`config.mk`:
```
export PLATFORM = sky130hd
export DESIGN_NAME = alu_result_fifo
export DESIGN_NICKNAME = d
export VERILOG_FILES = /design/src/rtl/alu_result_fifo_pkg.sv /design/src/rtl/alu_result_fifo_sat_counter.sv /design/src/rtl/alu_result_fifo.sv
export SDC_FILE = /design/constraint.sdc
export NUM_CORES = 1
export LEC_CHECK = 0
export CAP_MARGIN = 25
export CORE_AREA = 8 8 90 92
export CTS_CLUSTER_DIAMETER = 200
export DETAILED_ROUTE_END_ITERATION = 6
export DIE_AREA = 0 0 98 100
export GPL_ROUTABILITY_DRIVEN = 0
export SLEW_MARGIN = 5
export SYNTH_ARGS = -nofsm -noshare
export SYNTH_HDL_FRONTEND = slang
export SYNTH_SLANG_ARGS = --single-unit
```
`constraint.sdc`:
```
create_clock -name i_clk -period 2.95 [get_ports i_clk]
set_clock_uncertainty 0.2 [all_clocks]
set_input_delay 0.59 -clock i_clk [delete_from_list [all_inputs] [get_ports i_clk]]
set_output_delay 0.59 -clock i_clk [all_outputs]
set_load 0.02 [all_outputs]
```
`src/rtl/alu_result_fifo_pkg.sv`:
```
// Shared definitions for the ALU result FIFO.
// Flag bit map, occupancy states and the saturating-increment helper.
package alu_result_fifo_pkg;

   localparam int FLAG_W   = 4;
   localparam int FLAG_ERR = 0;
   localparam int FLAG_NEG = 1;
   localparam int FLAG_POS = 2;
   localparam int FLAG_OVF = 3;

   typedef enum logic [1:0] {
      OCC_EMPTY,
      OCC_PARTIAL,
      OCC_FULL
   } occ_e;

   // Increment that holds at vmax instead of wrapping.
   function automatic logic [31:0] sat_inc(
      input logic [31:0] v,
      input logic [31:0] vmax
   );
      return (v >= vmax) ? v : v + 32'd1;
   endfunction

endpackage

```
`src/rtl/alu_result_fifo_sat_counter.sv`:
```
// Saturating event counter with synchronous clear.
// A clear coincident with an event leaves the count at 1.
module sat_counter
   import alu_result_fifo_pkg::*;
#(
   parameter int CNT_W = 8
) (
   input  logic             i_clk,
   input  logic             i_rst,
   input  logic             i_clr,
   input  logic             i_inc,
   output logic [CNT_W-1:0] o_value
);

   localparam logic [31:0] MAX = (32'd1 << CNT_W) - 32'd1;

   logic [CNT_W-1:0] r_value;

   // Count events, saturating at all-ones; clear restarts from this event.
   always_ff @(posedge i_clk or posedge i_rst) begin
      if (i_rst) begin
         r_value <= '0;
      end else if (i_clr) begin
         r_value <= CNT_W'(i_inc);
      end else if (i_inc) begin
         r_value <= CNT_W'(sat_inc(32'(r_value), MAX));
      end
   end

   assign o_value = r_value;

endmodule

```
`src/rtl/alu_result_fifo.sv`:
```
// First-word-fall-through FIFO for ALU results and flags.
// Tracks err/ovf counts and sticky flags of every accepted entry.
module alu_result_fifo
   import alu_result_fifo_pkg::*;
#(
   parameter int WIDTH = 4,
   parameter int DEPTH = 4,
   parameter int CNT_W = 8
) (
   input  logic                     i_clk,
   input  logic                     i_rst,
   input  logic                     i_valid,
   output logic                     o_ready,
   input  logic [WIDTH-1:0]         i_result,
   input  logic [FLAG_W-1:0]        i_flag,
   input  logic                     i_drop_err,
   input  logic                     i_clr_stats,
   output logic                     o_valid,
   input  logic                     i_ready,
   output logic [WIDTH-1:0]         o_result,
   output logic [FLAG_W-1:0]        o_flag,
   output logic [$clog2(DEPTH):0]   o_count,
   output logic [CNT_W-1:0]         o_err_cnt,
   output logic [CNT_W-1:0]         o_ovf_cnt,
   output logic [FLAG_W-1:0]        o_sticky
);

   localparam int PW = $clog2(DEPTH);
   localparam int CW = PW + 1;

   logic [WIDTH-1:0]  r_mem_res [DEPTH];
   logic [FLAG_W-1:0] r_mem_flg [DEPTH];
   logic [PW-1:0]     r_wr_ptr;
   logic [PW-1:0]     r_rd_ptr;
   logic [CW-1:0]     r_count;
   logic [FLAG_W-1:0] r_sticky;

   occ_e w_occ;
   logic w_ready;
   logic w_valid;
   logic w_acc;
   logic w_st;
   logic w_pop;

   // Classify occupancy from the explicit count register.
   always_comb begin
      w_occ = OCC_PARTIAL;
      if (r_count == '0) begin
         w_occ = OCC_EMPTY;
      end else if (r_count == CW'(DEPTH)) begin
         w_occ = OCC_FULL;
      end
   end

   // Ready depends only on occupancy, never on the consumer.
   assign w_ready = (w_occ != OCC_FULL);
   assign w_valid = (w_occ != OCC_EMPTY);
   assign w_acc   = i_valid & w_ready;
   assign w_st    = w_acc & ~(i_drop_err & i_flag[FLAG_ERR]);
   assign w_pop   = w_valid & i_ready;

   // Storage array; contents are deliberately left unreset.
   always_ff @(posedge i_clk) begin
      if (w_st) begin
         r_mem_res[r_wr_ptr] <= i_result;
         r_mem_flg[r_wr_ptr] <= i_flag;
      end
   end

   // Pointer and occupancy bookkeeping.
   always_ff @(posedge i_clk or posedge i_rst) begin
      if (i_rst) begin
         r_wr_ptr <= '0;
         r_rd_ptr <= '0;
         r_count  <= '0;
      end else begin
         if (w_st) begin
            r_wr_ptr <= r_wr_ptr + PW'(1);
         end
         if (w_pop) begin
            r_rd_ptr <= r_rd_ptr + PW'(1);
         end
         unique case ({w_st, w_pop})
            2'b10:   r_count <= r_count + CW'(1);
            2'b01:   r_count <= r_count - CW'(1);
            default: r_count <= r_count;
         endcase
      end
   end

   // Sticky OR of accepted flags; clear keeps only this cycle's event.
   always_ff @(posedge i_clk or posedge i_rst) begin
      if (i_rst) begin
         r_sticky <= '0;
      end else if (i_clr_stats) begin
         r_sticky <= w_acc ? i_flag : '0;
      end else if (w_acc) begin
         r_sticky <= r_sticky | i_flag;
      end
   end

   sat_counter #(
      .CNT_W (CNT_W)
   ) u_err_cnt (
      .i_clk   (i_clk),
      .i_rst   (i_rst),
      .i_clr   (i_clr_stats),
      .i_inc   (w_acc & i_flag[FLAG_ERR]),
      .o_value (o_err_cnt)
   );

   sat_counter #(
      .CNT_W (CNT_W)
   ) u_ovf_cnt (
      .i_clk   (i_clk),
      .i_rst   (i_rst),
      .i_clr   (i_clr_stats),
      .i_inc   (w_acc & i_flag[FLAG_OVF]),
      .o_value (o_ovf_cnt)
   );

   assign o_ready  = w_ready;
   assign o_valid  = w_valid;
   assign o_result = w_valid ? r_mem_res[r_rd_ptr] : '0;
   assign o_flag   = w_valid ? r_mem_flg[r_rd_ptr] : '0;
   assign o_count  = r_count;
   assign o_sticky = r_sticky;

endmodule

```
== After elaboration in Yosys (flattened, before gate mapping) ==
Memory sizes are Yosys's and may differ from the RTL's.
Index checks and enable logic that the tools add are counted.

* Order comparisons: 2
* Add/subtract/negate cells: 6
* Bitwise gates (word level): 8
* Equal/unequal tests: 6
* Reductions and logical operators: 8
* Muxes and demuxes: 16

{| class="wikitable"
|+ Operator list
! cell !! number
|-
| 2-to-1 mux 8 bit || 6
|-
| 2-to-1 mux 4 bit || 5
|-
| adder 8 x 1 -> 8 bit, second input constant || 2
|-
| >= comparator 8 bit, second input constant || 2
|-
| nonzero test 2 bit || 5
|-
| AND 1 bit || 6
|-
| inequality test 2 bit, second input constant || 3
|-
| one-hot mux 3 bit (2 select lines) || 1
|-
| adder 2 x 1 -> 2 bit, second input constant || 2
|-
| 2-to-1 mux 2 bit || 2
|-
| OR 4 bit || 1
|-
| AND reduction 2 bit || 2
|-
| adder 3 x 1 -> 3 bit, second input constant || 1
|-
| equality test 3 bit, second input constant || 1
|-
| zero test 3 bit || 1
|-
| subtractor 3 x 1 -> 3 bit, second input constant || 1
|-
| equality test 2 x 1 -> 1 bit, second input constant || 1
|-
| equality test 2 bit, second input constant || 1
|-
| 2-to-1 mux 1 bit || 2
|-
| inverter 1 bit || 1
|}

* Logic and storage cells: 54
* Memories: 2
* Output and inout port bits: 33
* Flip-flop bits (word level): 27
* Bits in writable memories: 32

{| class="wikitable"
|+ Memories
! name !! words !! bits a word !! rd ports !! clocked after Yosys merged registers in !! write ports !! line !! text
|-
| r_mem_flg || 4 || 4 || 1 || 0 || 1 || alu_result_fifo.sv:32 || <nowiki>logic [FLAG_W-1:0] r_mem_flg [DEPTH];</nowiki>
|-
| r_mem_res || 4 || 4 || 1 || 0 || 1 || alu_result_fifo.sv:31 || <nowiki>logic [WIDTH-1:0] r_mem_res [DEPTH];</nowiki>
|}

== Longest topological paths before layout ==
Gate-level depths: netlist of run 1.

* Depth after elaboration: 8
* Mapped depth: 11

== By module ==
A second synthesis of run 1 with hierarchy kept.

* Cell total of the unflattened synthesis: 199
* Area total of the unflattened synthesis: 2758.9 sq um

{| class="wikitable"
|+ Modules (own cells, without submodules)
! module !! cells each !! area each (sq um) !! instances
|-
| alu_result_fifo || 103 || 1803.0 || 1
|-
| sat_counter || 48 || 478.0 || 2
|}

== Least setup slack after synthesis of run 1 ==
Ideal clock, no wire load.

* Kind: register -> register
* Start: reg r_count[0] (netlist: o_count[0])
* End: reg r_count[2] (netlist: o_count[2])
* Data required time: 2670 ps
* Slack: 492 ps
* Cell stages (with the launch flop): 10
* Clock period less this slack: 2458 ps
* Buffers on the path: 1
* Arrival time: 2179 ps
* Library setup time: 80 ps
* Path through: dfrtp_1 > or3_1 > clkbuf_1 > and2_1 > ha_1 > inv_1 > fa_1 > xor2_1 > nor2_1 > xor2_1

{| class="wikitable"
|+ RTL lines
! element !! line !! text
|-
| start, declared || alu_result_fifo.sv:35 || <nowiki>logic [CW-1:0] r_count;</nowiki>
|-
| start signal, assigned || alu_result_fifo.sv:84 || <nowiki>2'b10: r_count <= r_count + CW'(1);</nowiki>
|-
| start signal, assigned || alu_result_fifo.sv:85 || <nowiki>2'b01: r_count <= r_count - CW'(1);</nowiki>
|-
| start signal, assigned || alu_result_fifo.sv:86 || <nowiki>default: r_count <= r_count;</nowiki>
|-
| equality test 3 bit || alu_result_fifo.sv:50 || <nowiki>end else if (r_count == CW'(DEPTH)) begin</nowiki>
|-
| 2-to-1 mux 2 bit || alu_result_fifo.sv:50 ||
|-
| 2-to-1 mux 2 bit * || alu_result_fifo.sv:48 || <nowiki>if (r_count == '0) begin</nowiki>
|-
| nonzero test 2 bit * || alu_result_fifo.sv:57 || <nowiki>assign w_valid = (w_occ != OCC_EMPTY);</nowiki>
|-
| named net o_valid || alu_result_fifo.sv:18 || <nowiki>output logic o_valid,</nowiki>
|-
| AND 1 bit * || alu_result_fifo.sv:60 || <nowiki>assign w_pop = w_valid & i_ready;</nowiki>
|-
| named net w_pop || alu_result_fifo.sv:43 || <nowiki>logic w_pop;</nowiki>
|-
| equality test 2 x 1 -> 1 bit or equality test 2 bit (tied branches) || alu_result_fifo.sv:83 || <nowiki>unique case ({w_st, w_pop})</nowiki>
|-
| one-hot mux 3 bit (2 select lines) or nonzero test 2 bit (tied branches) || - ||
|}

The timed path passes the listed nets; every way through them passes the cells marked *.
A chain may end at the register's enable or synchronous reset.

== Final worst setup path of run 1 ==
* Start: reg r_rd_ptr[0]
* End: out o_result[3]

* Longest elaborated chain between the ends: 2

{| class="wikitable"
|+ RTL lines
! element !! line !! text
|-
| start, declared || alu_result_fifo.sv:34 || <nowiki>logic [PW-1:0] r_rd_ptr;</nowiki>
|-
| start signal, assigned || alu_result_fifo.sv:81 || <nowiki>r_rd_ptr <= r_rd_ptr + PW'(1);</nowiki>
|-
| memory read (4 x 4 bit) || - ||
|-
| 2-to-1 mux 4 bit || alu_result_fifo.sv:124 || <nowiki>assign o_result = w_valid ? r_mem_res[r_rd_ptr] : '0;</nowiki>
|-
| end, declared || alu_result_fifo.sv:20 || <nowiki>output logic [WIDTH-1:0] o_result,</nowiki>
|}

No other way between the ends.

==> results of run 1 <==
kinds of logic (layout without fill, tap and decap cells):
| logic type | after synthesis | count (layout) |
|---|---|---|
| muxes | 12 | 12 |
| adders and majority gates | 8 | 8 |
| xor gates and xnor gates | 6 | 6 |
| AOI/OAI and AO/OA | 32 | 32 |
| buffers and inverters | 22 | 80 |
| and+or+nand+nor | 60 | 60 |
| DFF | 59 | 59 |
repair_timing:
action / CTS / global route
endpoints found under the setup margin: 0 / 8
gates resized for setup: 0 / 6
hold buffers: 0 / 0
state kept, by name, indices dropped and copies added, names as in the netlist:
signal	count
o_sticky	4
u_err_cnt.o_value	8
r_rd_ptr	2
r_wr_ptr	2
r_mem_res	16
r_mem_flg	16
u_ovf_cnt.o_value	8
o_count	3
synth_stat cells, types with 2 or more instances:
cell | n | area (um2)
edfxtp_1 | 32 | 961
dfrtp_1 | 27 | 676
and2_1 | 13 | 81.3
inv_1 | 11 | 41.3
a21oi_1 | 10 | 50.1
nand2_1 | 9 | 33.8
nand3_1 | 9 | 45.0
mux4_2 | 8 | 180
ha_1 | 7 | 87.6
or4_1 | 5 | 37.5
clkbuf_1 | 4 | 15.0
nor2_1 | 4 | 15.0
o21ai_0 | 4 | 20.0
o31ai_1 | 4 | 30.0
a31oi_1 | 3 | 18.8
and4_4 | 3 | 33.8
nor3_1 | 3 | 15.0
o211ai_1 | 3 | 22.5
xnor2_1 | 3 | 26.3
xor2_1 | 3 | 26.3
a32o_1 | 2 | 20.0
and3_1 | 2 | 12.5
and4_1 | 2 | 17.5
buf_2 | 2 | 10.0
buf_6 | 2 | 22.5
mux2_2 | 2 | 22.5
mux2i_1 | 2 | 20.0
nor4_1 | 2 | 12.5
or3_1 | 2 | 12.5
layer usage:
metal  global-route usage  vias up  routed length (um)
met5                    0        -                   0
li1                     -      861                   -
met2                0.178       41                2580
met4               0.0612        0                  93
met1                0.160      838                2730
met3               0.0332       10                 233
worst max-delay path: cells and delay by family (launching register included):
kind / cells / cell delay (ps)
buf+inv: 2 / 700
flops: 1 / 340
mux: 1 / 510
simple gates: 1 / 170
final cells by class:
type,count,area [um2]
clock inverter,5,62.6
multi-input combinational,118,963
inverter,12,45.0
tap,80,100
timing repair buffer,52,522
fill,580,3170
sequential,59,1640
clock buffer,11,141
layout by cell type, fill, tap and decap left out, types with 8 or more instances in the layout:
cell type        count
clkdlybuf4s50_1     41
edfxtp_1            32
dfrtp_1             27
and2_1              13
inv_1               11
a21oi_1             10
clkbuf_8            10
nand2_1              9
nand3_1              9
mux4_2               8
worst paths after layout:
path	end	slack (ps)	depth (start not counted)
min in group asynchronous	u_ovf_cnt.o_value[4]	430	3
max in group asynchronous	u_err_cnt.o_value[7]	1860	3
worst max register to register	o_count[2]	480	11
worst min register to register	o_sticky[3]	280	1
worst max-delay path	o_result[3]	120	4
worst min-delay path	o_sticky[3]	280	1
report_power, final:
part | switching (mW) | leakage, nW | internal [mW]
Sequential | 0.105 | 0.643 | 1.02
Combinational | 0.514 | 0.597 | 0.520
Clock | 0.320 | 0.0957 | 0.416
Total | 0.939 | 1.34 | 1.96
through the flow:
step	setup WS (ps)	power (mW)	cell area, um2	utilization	hold slack [ps]
6_report	123	2.90	3470	0.522	278
5_1_grt	7.10	3.08	3470	0.522	298
4_1_cts	27.2	2.94	3450	0.520	285
3_5_place_dp	349	2.20	3250	0.489	270
3_3_place_gp	393	2.19	3250	0.489	264
2_1_floorplan	492	1.77	2710	-	334
==> impl_results.md, run 1 <==
* Share of cells above drive strength 1 at 0.148
* Die X at 98 um
* Vias per cell at 5.19
* Synth Area in Simple Gates at 0.136
* Sink Count at between 50 and 60
* XOR/XNOR Fraction of Synth Area at 0.0194
* Final HPWL DP at 3880 um
* Gr ovfl total at 0
* Largest net degree at the start of global routing at 28
* Post-synthesis mux area share at 0.0823
* TritonCTS Buffers at 9
* Static Leak at 1.34 nW
* CTS tree: yes
* DRT Wirelength at 5640 um
* Hold wc startpoint: o_sticky[3]
* H-tree depth at 3
* Outcome: complete, no violations
* Slew @ Worst Pin at 448 ps
* Synth Area in Compound Gates at 0.0782
* DRC viols at 0
* Critical path class: reg2out
* Pre-Repair DR Iteration Count at 6
* Worst-path cell chain: buf_6, mux4_2, and2_1, clkdlybuf4s50_1
* Final setup TNS at 0 ps
* Worst skew pair latency at 320 ps
* CP startpoint: r_rd_ptr[0]
* Primary FF master, synth: edfxtp_1
* Root Driver: clkbuf_8
* RSZ-0062 raised after global routing: no
* #FFs+latches synth at 59
* # IOs at 47
* Slowest stage cell, crit path: clkdlybuf4s50_1
* Finished Layout Cells at 337
* Crit path DAT at 2040 ps
* Post-CTS Setup Bufs at 0
* Maximum achievable frequency at 354 MHz
* Antenna violations before repair at 0
* Netlist Area Pre-Place at 0.00271 mm2
* # diodes at 0
* Seq/Total Area, Yosys at 0.605
* Final hold viol count at 0
* Number of enable flip-flop cells after synthesis at 32
* Required time of the worst setup path at around 2200 ps
* Fin crit share at 0.958
* Final min period at 2830 ps
* Global-route wire length before repair at 9120 um
* Adder-cell share of the synthesized area at 0.0398
* Worst-path clk slew at 70 ps
* 1st-iter DRT viols at 96
* Initial core utilization at 0.407
* Final setup viols at 0
* Routed Antenna Nets at 0
* Max-cap viol count at 0
* Post-synth cell types at 45
* Slowest Stage Delay on Critical Path at around 530 ps
* CTS max path bufs at 2
* Die Area at 0.00980 mm2
* CP Capture Type: primary output
* Max IR drop VDD at 381 uV
* Final Max Tran Viols at 0
* Main combinational cell family by area after synthesis: simple AND/OR/NAND/NOR gates
* Vias at approximately 1800
* Cells after Synth at 199
* Post-Place Cells at about 320
* Worst min path class: reg2reg
* Avg Cell Area, Syn at 13.6 um2
* Syn nets at 221
* Vias in the first global route at 1745
* DIE HEIGHT at approximately 100 um
* WL per Instance at roughly 17 um
* Startpoint Class: flop
* # rows at 30
* Area growth syn-to-layout at 28.3%
* Core ar. at between 0.006 and 0.007 mm2
* Nets at between 200 and 300
* Tot GR Track Use at 0.121
* Yosys warnings at 0
* Port-buffer cells at 46
* CP max FO at 10
* Reg-to-Reg Start: o_count[0]
* Pwr/cell area at between 800 and 900 mW/mm2
* Async SR Flop Fraction at 0.458
* Rel. slew slack at 0.701
No activity file was read; power rests on OpenSTA's default activity.
==> run 2, diff against run 1 <==
CTS_CLUSTER_DIAMETER = 50   (was 200)
DONT_BUFFER_PORTS = 1   (was not set)
==> run 2 against run 1 <==
  * Power fell by 6.6%
  * Via count shrank 7.7%
  * Sequential power rose by 6%
  * Critical path type unchanged
==> impl_results.md, run 2 (synthesized netlist as in run 1, its figures left out) <==
* Cts repair resizes at 0 (unchanged)
* Worst-path cell chain: buf_4, mux4_2, and2_1 (was buf_6, mux4_2, and2_1, clkdlybuf4s50_1)
* Vias in the first global route at 1624 (was 1745)
* CP max FO at 7 (was 10)
* Initial core utilization at 0.407 (unchanged)
* Rel. slew slack at 0.699 (was 0.701)
* Required time of the worst setup path at 2160 ps (about the same)
* Final Max Tran Viols at 0 (unchanged)
* Vias per cell at 5.57 (was 5.19)
* Final core utilization at 0.452 (was 0.522)
* Worst-path clk slew at 60 ps (was 70 ps)
* DRT Wirelength at 5510 um (was 5640 um)
* TritonCTS Buffers at 9 (unchanged)
* CTS max path bufs at 2 (unchanged)
* Pre-Repair DR Iteration Count at 5 (was 6)
* Largest delay contributor family on the critical path: flip-flops (was buffers and inverters)
* Post-Place Cells at 274 (was 321)
* # IOs at 47 (unchanged)
* Most common cell after layout, fill and taps aside: edfxtp_1 (was clkdlybuf4s50_1)
* Outcome: complete, no violations (unchanged)
* Core ar. at 0.00664 mm2 (unchanged)
* Slew @ Worst Pin at 451 ps (was 448 ps)
* Post-CTS Setup Bufs at 0 (unchanged)
* Fin crit share at 0.899 (was 0.958)
* Share of cells above drive strength 1 at 0.171 (was 0.148)
* Hold Buf Count CTS at 0 (unchanged)
* Worst min path class: in2async (was reg2reg)
* RSZ-0062 raised after global routing: no (unchanged)
* WHS at 0.208 ps (was 278 ps)
* # diodes at 0 (unchanged)
* Largest net degree at the start of global routing at 28 (unchanged)
* WP buf/inv at 1 (was 2)
* Gr ovfl total at 0 (unchanged)
* Max IR drop VDD at 326 uV (was 381 uV)
* Routed Antenna Nets at 0 (unchanged)
* Max-cap viol count at 0 (unchanged)
* Fill count at 603 (was 580)
* Slowest stage cell, crit path: dfrtp_1 (was clkdlybuf4s50_1)
* Global-route wire length before repair at 9100 um (was 9120 um)
* Top flop regs: r_mem_flg (16), r_mem_res (16) (unchanged)
* Die X at 98 um (unchanged)
* Vias at 1615 (was 1750)
* Die Area at 0.00980 mm2 (unchanged)
* Worst skew pair latency at 340 ps (was 320 ps)
* H-tree depth at 3 (unchanged)
* 1st-iter DRT viols at 118 (was 96)
* Port-buffer cells at 0 (was 46)
* Final min period at 2650 ps (was 2830 ps)
* Pwr/cell area at 901 mW/mm2 (was 835 mW/mm2)
* CTS tree: yes (unchanged)
* Final HPWL DP at 3890 um (was 3880 um)
* Commonest cells after routing, fill and taps aside: edfxtp_1 (32), dfrtp_1 (27), and2_1 (13) (was clkdlybuf4s50_1 (41), edfxtp_1 (32), dfrtp_1 (27))
* DIE HEIGHT at 100 um (unchanged)
* Root Driver: clkbuf_8 (unchanged)
* Static Leak at 1.12 nW (was 1.34 nW)
* WL per Instance at 19.0 um (was 16.7 um)
* DRC viols at 0 (unchanged)
* Slowest Stage Delay on Critical Path at 560 ps (was 530 ps)
* Final setup TNS at 0 ps (unchanged)
* Startpoint Class: flop (unchanged)
* Design area at 0.00300 mm2 (was 0.00347 mm2)
* Nets at 227 (was 274)
* Final hold viol count at 0 (unchanged)
* Final setup viols at 0 (unchanged)
* Crit path DAT at 1860 ps (was 2040 ps)
* Critical path class: reg2out (unchanged)
* Tot GR Track Use at 0.121 (about the same)
* Placement Cell Area at 0.00278 mm2 (was 0.00325 mm2)
* # rows at 30 (unchanged)
* Maximum achievable frequency at 377 MHz (was 354 MHz)
* Finished Layout Cells at 290 (was 337)
* CP Capture Type: primary output (unchanged)
* Area growth syn-to-layout at 11.0% (was 28.3%)
* Antenna violations before repair at 0 (unchanged)
* Sink Count at 59 (unchanged)
==> run 2: routing by layer <==
layer / part of all wire / vias to the layer above / track usage
li1: - / 762 / -
met4: 0.018 / 0 / 0.0576
met3: 0.095 / 13 / 0.0685
met1: 0.43 / 801 / 0.140
met5: 0 / - / 0
met2: 0.45 / 39 / 0.178
==> run 2: worst reg2reg max path, cell delays in order (launching register included) <==
cell     delay [ps]
dfrtp_1         500
nor3b_2         400
inv_2           200
nand2_1         110
a21oi_1          50
inv_1            60
ha_1            170
inv_1            60
fa_1            370
xor2_1          150
nor2_1          110
xor2_1          150
==> run 2: final timing paths <==
check | from | endpoint | slack (ps) | depth (start not counted)
setup / recovery | r_rd_ptr[0] | o_result[1] | 300 | 3
hold / removal | i_rst | u_ovf_cnt.o_value[2] | 0.2 | 2
setup reg to reg | o_count[2] | o_count[2] | 340 | 11
hold reg to reg | r_wr_ptr[1] | r_wr_ptr[1] | 400 | 1
max in group asynchronous | i_rst | u_err_cnt.o_value[2] | 2280 | 2
min in group i_clk | i_clr_stats | u_err_cnt.o_value[7] | 110 | 1
==> run 2: final cells by class <==
class                           instances  area (um2)  area share
Tap cell                               80         100      0.0333
Clock inverter                          5        77.6      0.0258
Inverter                               12        45.0      0.0150
Sequential cell                        59        1640       0.545
Clock buffer                           11         141      0.0471
Multi-Input combinational cell        118         963       0.321
Timing Repair Buffer                    5        37.5      0.0125
==> run 2: metrics by stage <==
stage	setup slack (ps)	power [mW]
floorplan	492	1.77
finish	299	2.71
CTS	255	2.74
global placement	443	1.92
detailed placement	338	1.93
global route	160	2.86
==> run 2: power breakdown <==
group	switching [mW]	internal (mW)	leakage (nW)
Sequential	0.178	1.02	0.643
Clock	0.308	0.496	0.111
Combinational	0.402	0.300	0.367
==> run 3, diff against run 2 <==
GPL_TIMING_DRIVEN = 0   (was not set)
RECOVER_POWER = 50   (was not set)
SLEW_MARGIN = 0   (was 5)
==> run 3 against run 2 <==
  * Clock power shrank 7.2%
  * Worst hold slack gained 150 ps
  * Count of clock-buffer cells in the layout shrank 2
  * Power shrank 2.2%
  * Design area grew 0.71%
  * Non-clock buffer count grew 7
  * Via count grew 3.7%
  * Die area is the same
  * Global-route usage grew 0.46 points
  * First-iteration DRC count shrank 41%
  * Largest cell class unchanged
  * Flip-flop and latch count is the same
  * Setup slack lost 84 ps
==> impl_results.md, run 3 (synthesized netlist as in run 1, its figures left out) <==
* Final Max Tran Viols at 0 (unchanged)
* Final setup TNS at 0 ps (unchanged)
* Vias in the first global route at 1677 (was 1624)
* Worst slack, placed at 178 ps (was 338 ps)
* Rel. slew slack at 0.196 (was 0.699)
* CTS max path bufs at 2 (unchanged)
* Hold path endpoint: r_mem_flg[1][2]
* Worst skew pair latency at 340 ps (about the same)
* Initial core utilization at 0.407 (unchanged)
* Final min period at 2740 ps (was 2650 ps)
* Static Leak at 1.12 nW (about the same)
* Sink Count at 59 (unchanged)
* Startpoint Class: flop (unchanged)
* CTS tree: yes (unchanged)
* Largest net degree at the start of global routing at 22 (was 28)
* R2R cell count at 9 (was 11)
* Antenna violations before repair at 0 (unchanged)
* # IOs at 47 (unchanged)
* Global-route wire length before repair at 9350 um (was 9100 um)
* WL per Instance at 19.3 um (was 19.0 um)
* RR Endpoint: o_count[2] (unchanged)
* Area growth syn-to-layout at 11.7% (was 11.0%)
* Max-cap viol count at 0 (unchanged)
* Switching share of total power at 0.355 (was 0.328)
* Final hold viol count at 0 (unchanged)
* Post-CTS Setup Bufs at 0 (unchanged)
* Port-buffer cells at 0 (unchanged)
* Switching power at 0.940 mW (was 0.888 mW)
* Combinational power share at 0.278 (was 0.260)
* Worst R2R Setup Slack at 210 ps (was 340 ps)
* Outcome: complete, no violations (unchanged)
* Core ar. at 0.00664 mm2 (unchanged)
* Final HPWL DP at 3970 um (was 3890 um)
* PnR worst setup slack at 215 ps (was 299 ps)
* Die X at 98 um (unchanged)
* Design Power at 2.65 mW (was 2.71 mW)
* Gr ovfl total at 0 (unchanged)
* Nets at 234 (was 227)
* Placement Cell Area at 0.00283 mm2 (was 0.00278 mm2)
* CP Capture Type: flop (was primary output)
* # diodes at 0 (unchanged)
* Routed Antenna Nets at 0 (unchanged)
* Hold wc startpoint: i_flag[2]
* Tot GR Track Use at 0.126 (was 0.121)
* Worst min path class: in2reg (was in2async)
* DRC viols at 0 (unchanged)
* DIE HEIGHT at 100 um (unchanged)
* Slew @ Worst Pin at 1210 ps (was 451 ps)
* Final setup viols at 0 (unchanged)
* Vias per cell at 5.64 (was 5.57)
* WHS at 147 ps (was 0.208 ps)
* # rows at 30 (unchanged)
* Clock share of power at 0.282 (was 0.297)
* TritonCTS Buffers at 9 (unchanged)
* Sequential power share at 0.440 (was 0.443)
* Die Area at 0.00980 mm2 (unchanged)
* Most common cell after layout, fill and taps aside: edfxtp_1 (unchanged)
* Hold path depth at 0
* Crit path DAT at 2800 ps (was 1860 ps)
* Maximum achievable frequency at 366 MHz (was 377 MHz)
* Max IR drop VDD at 303 uV (was 326 uV)
* Vias at 1675 (was 1615)
* DRT Wirelength at 5740 um (was 5510 um)
* RSZ-0062 raised after global routing: no (unchanged)
* Root Driver: clkbuf_8 (unchanged)
* Worst-path clk slew at 70 ps (was 60 ps)
* H-tree depth at 3 (unchanged)
* Design area at 0.00302 mm2 (was 0.00300 mm2)
* CP max FO at 10 (was 7)
* Fin crit share at 0.927 (was 0.899)
* Critical path class: reg2reg (was reg2out)
* Pre-Repair DR Iteration Count at 4 (was 5)
* Reg-to-Reg Start: o_count[0] (was o_count[2])
* 1st-iter DRT viols at 70 (was 118)
* Pwr/cell area at 875 mW/mm2 (was 901 mW/mm2)
* Required time of the worst setup path at 3010 ps (was 2160 ps)
* Commonest cells after routing, fill and taps aside: edfxtp_1 (32), dfrtp_1 (27), and2_1 (13) (unchanged)
* Share of cells above drive strength 1 at 0.184 (was 0.171)
* Internal at 1.71 mW (was 1.82 mW)
* Top flop regs: r_mem_flg (16), r_mem_res (16) (unchanged)
==> run 3: cell types whose count changed in the layout (fill, tap and decap cells not counted), sizes merged <==
cell,previous run,this run
clkbuf,11,15
clkinvlp,0,2
bufinv,2,1
dlygate4sd3,0,1
inv,12,13
==> run 3: worst max path at each step <==
stage                from         end  slack, ps  cells past startpoint
6_report       o_count[0]  o_count[2]        210                      9
2_1_floorplan  o_count[0]  o_count[2]        490                      9
3_5_place_dp   o_count[0]  o_count[2]        180                      9
4_1_cts        o_count[0]  o_count[2]        180                      9
3_3_place_gp   o_count[0]  o_count[2]        220                      9
5_1_grt        o_count[0]  o_count[2]        0.8                      9
==> run 3: power groups by stage <==
stage / clock network (mW) / logic, mW / registers (mW)
global placement: 0 / 0.729 / 1.18
global route: 0.797 / 0.826 / 1.18
detailed placement: 0 / 0.753 / 1.19
floorplan: 0 / 0.618 / 1.15
finish: 0.746 / 0.734 / 1.16
CTS: 0.764 / 0.755 / 1.17
==> run 3: timing repair <==
item / in CTS / in global routing
gates resized for setup: 0 / 1
hold buffers: 1 / 0
hold endpoints to repair: 6 / 0
setup endpoints to repair: 0 / 2
==> run 3: final cells by class <==
cell class,instances,area [um2]
inverters,12,45.0
clock buffers,9,124
fillers,611,3620
plain buffers,10,60.1
multi-input cells,118,967
well taps,80,100
flip-flops and latches,59,1640
repair buffers,2,13.8
clock inverters,7,76.3
==> run 3: metal layers <==
layer | global-route usage | part of all wire | wire [um]
met1 | 0.157 | 0.45 | 2580
met2 | 0.180 | 0.47 | 2680
met3 | 0.0616 | 0.071 | 405
met4 | 0.0540 | 0.012 | 70
met5 | 0 | 0 | 0
==> run 3: through the flow <==
| stage | util | std cells |
|---|---|---|
| 6_report | 0.455 | 297 |
| 5_1_grt | 0.455 | 297 |
| 4_1_cts | 0.458 | 297 |
| 3_5_place_dp | 0.426 | 280 |
| 3_3_place_gp | 0.422 | 279 |
| 2_1_floorplan | - | 199 |
==> run 3: worst max-delay path: stages, from the launching register on <==
cell	delay (ps)
dfrtp_1	540
or3_1	160
clkbuf_1	440
and2_1	280
ha_1	200
inv_1	60
fa_1	370
xor2_1	150
nor2_1	120
xor2_1	150
==> edit: new RTL, config.mk and constraints of run 1 <==
Make the reset (`i_rst`) synchronous in 3 clocked blocks.
--- a/src/rtl/alu_result_fifo_sat_counter.sv
+++ b/src/rtl/alu_result_fifo_sat_counter.sv
@@ -19,3 +19,3 @@
    // Count events, saturating at all-ones; clear restarts from this event.
-   always_ff @(posedge i_clk or posedge i_rst) begin
+   always_ff @(posedge i_clk) begin
       if (i_rst) begin
--- a/src/rtl/alu_result_fifo.sv
+++ b/src/rtl/alu_result_fifo.sv
@@ -70,3 +70,3 @@
    // Pointer and occupancy bookkeeping.
-   always_ff @(posedge i_clk or posedge i_rst) begin
+   always_ff @(posedge i_clk) begin
       if (i_rst) begin
@@ -91,3 +91,3 @@
    // Sticky OR of accepted flags; clear keeps only this cycle's event.
-   always_ff @(posedge i_clk or posedge i_rst) begin
+   always_ff @(posedge i_clk) begin
       if (i_rst) begin
Behaviour: differs if i_rst is asserted again (counterexample within 4 cycles, from zero or initial values and one cycle with i_rst high); with i_rst held inactive, the same outputs for 10 cycles.
==> edit against run 1 <==
Highest routed layer unchanged. Area after synthesis is 2.5% lower. First-iteration DRC count shrank 23%. Routed wire length fell by 4.2%. Setup slack worse by 0.025 ns. Total power down 13%. Final area decreased by 2.8%. Synthesized cell count rose by 4.5%. Sequential cell count rose by 2. Non-clock buffer count did not move. Via count increased by 0.74%. Register-to-register slack lost 0.11 ns. Critical path type unchanged. Cell count rose by 3.0%.
==> edit: results (changes against run 1) <==
| Metric | Value |
|---|---|
| Clk. pwr | `0.000684 W (-7.1%)` |
| Status | `completed` |
| Reg2reg start | `o_count[2]` |
| FF-to-FF End | `o_count[2]` |
| DR iter-0 viols | `74 (-23%)` |
| DRT Pass-1 Iters | `4 (-2)` |
| Hold Startpoint | `o_sticky[0]` |
| Share of cells above drive strength 1 | `14.6% (-0.18 points)` |
| Tightest Pin Transition | `0.448 ns (+0.0000988 ns)` |
| R2R depth | `9 (-2)` |
| Syn_nets | `230 (+4.1%)` |
| Post-synthesis compound-gate area fraction | `9.44% (+1.6 points)` |
| Combinational group power | `0.000822 W (-20%)` |
| Mux cell area share after synthesis | `7.59% (-0.64 points)` |
| R2R Setup Slk | `0.37 ns (-0.11 ns)` |
| Leak | `1.14 nW (-14%)` |
| Crit path DAT | `2.06 ns (+0.02 ns)` |
| Largest net degree at the start of global routing | `16 (-43%)` |
| Placed insts | `331 (+3.1%)` |
| Worst setup path endpoint | `o_flag[0]` |
| Synth Area in XOR/XNOR | `2.66% (+0.72 points)` |
| First-pass GRT wire length | `9020 um (-1.1%)` |
| Met2 Usage GRT | `18.1% (+0.37 points)` |
| Via density per instance | `5.08 (-2.2%)` |
| Sequential power | `0.00102 W (-9.7%)` |
| WHS | `0.272 ns (-0.00603 ns)` |
| Seq/Total Area, Yosys | `58.5% (-2.0 points)` |
| Final nets | `284 (+3.6%)` |
[edit: cell types whose count changed after synthesis, moves of 4 or more]
cell,change
dfxtp_1,+29
dfrtp_1,-27
nor2_1,+10
or3_1,+8
a21oi_1,+5
nand4_1,+5
o21ai_0,+5
or4_1,-4
[edit: layout make-up]
| class | instances | area, um2 |
|---|---|---|
| inverters | 9 | 38.8 |
| well taps | 80 | 100 |
| fillers | 580 | 3270 |
| multi-input cells | 129 | 998 |
| clock buffers | 13 | 169 |
| repair buffers | 52 | 505 |
| flip-flops and latches | 61 | 1540 |
| clock inverters | 3 | 20.0 |
[edit: worst max-delay path: cells and delay by family (launching register included)]
family | cells | cell delay (ns)
mux | 1 | 0.52
flops | 1 | 0.31
simple gates | 1 | 0.16
buf+inv | 2 | 0.73
[edit: layer usage]
metal / share of wire (%) / vias to the layer above
li1: - / 873
met1: 46 / 838
met2: 45 / 45
met3: 6.8 / 7
met4: 1.5 / 0
met5: 0 / -
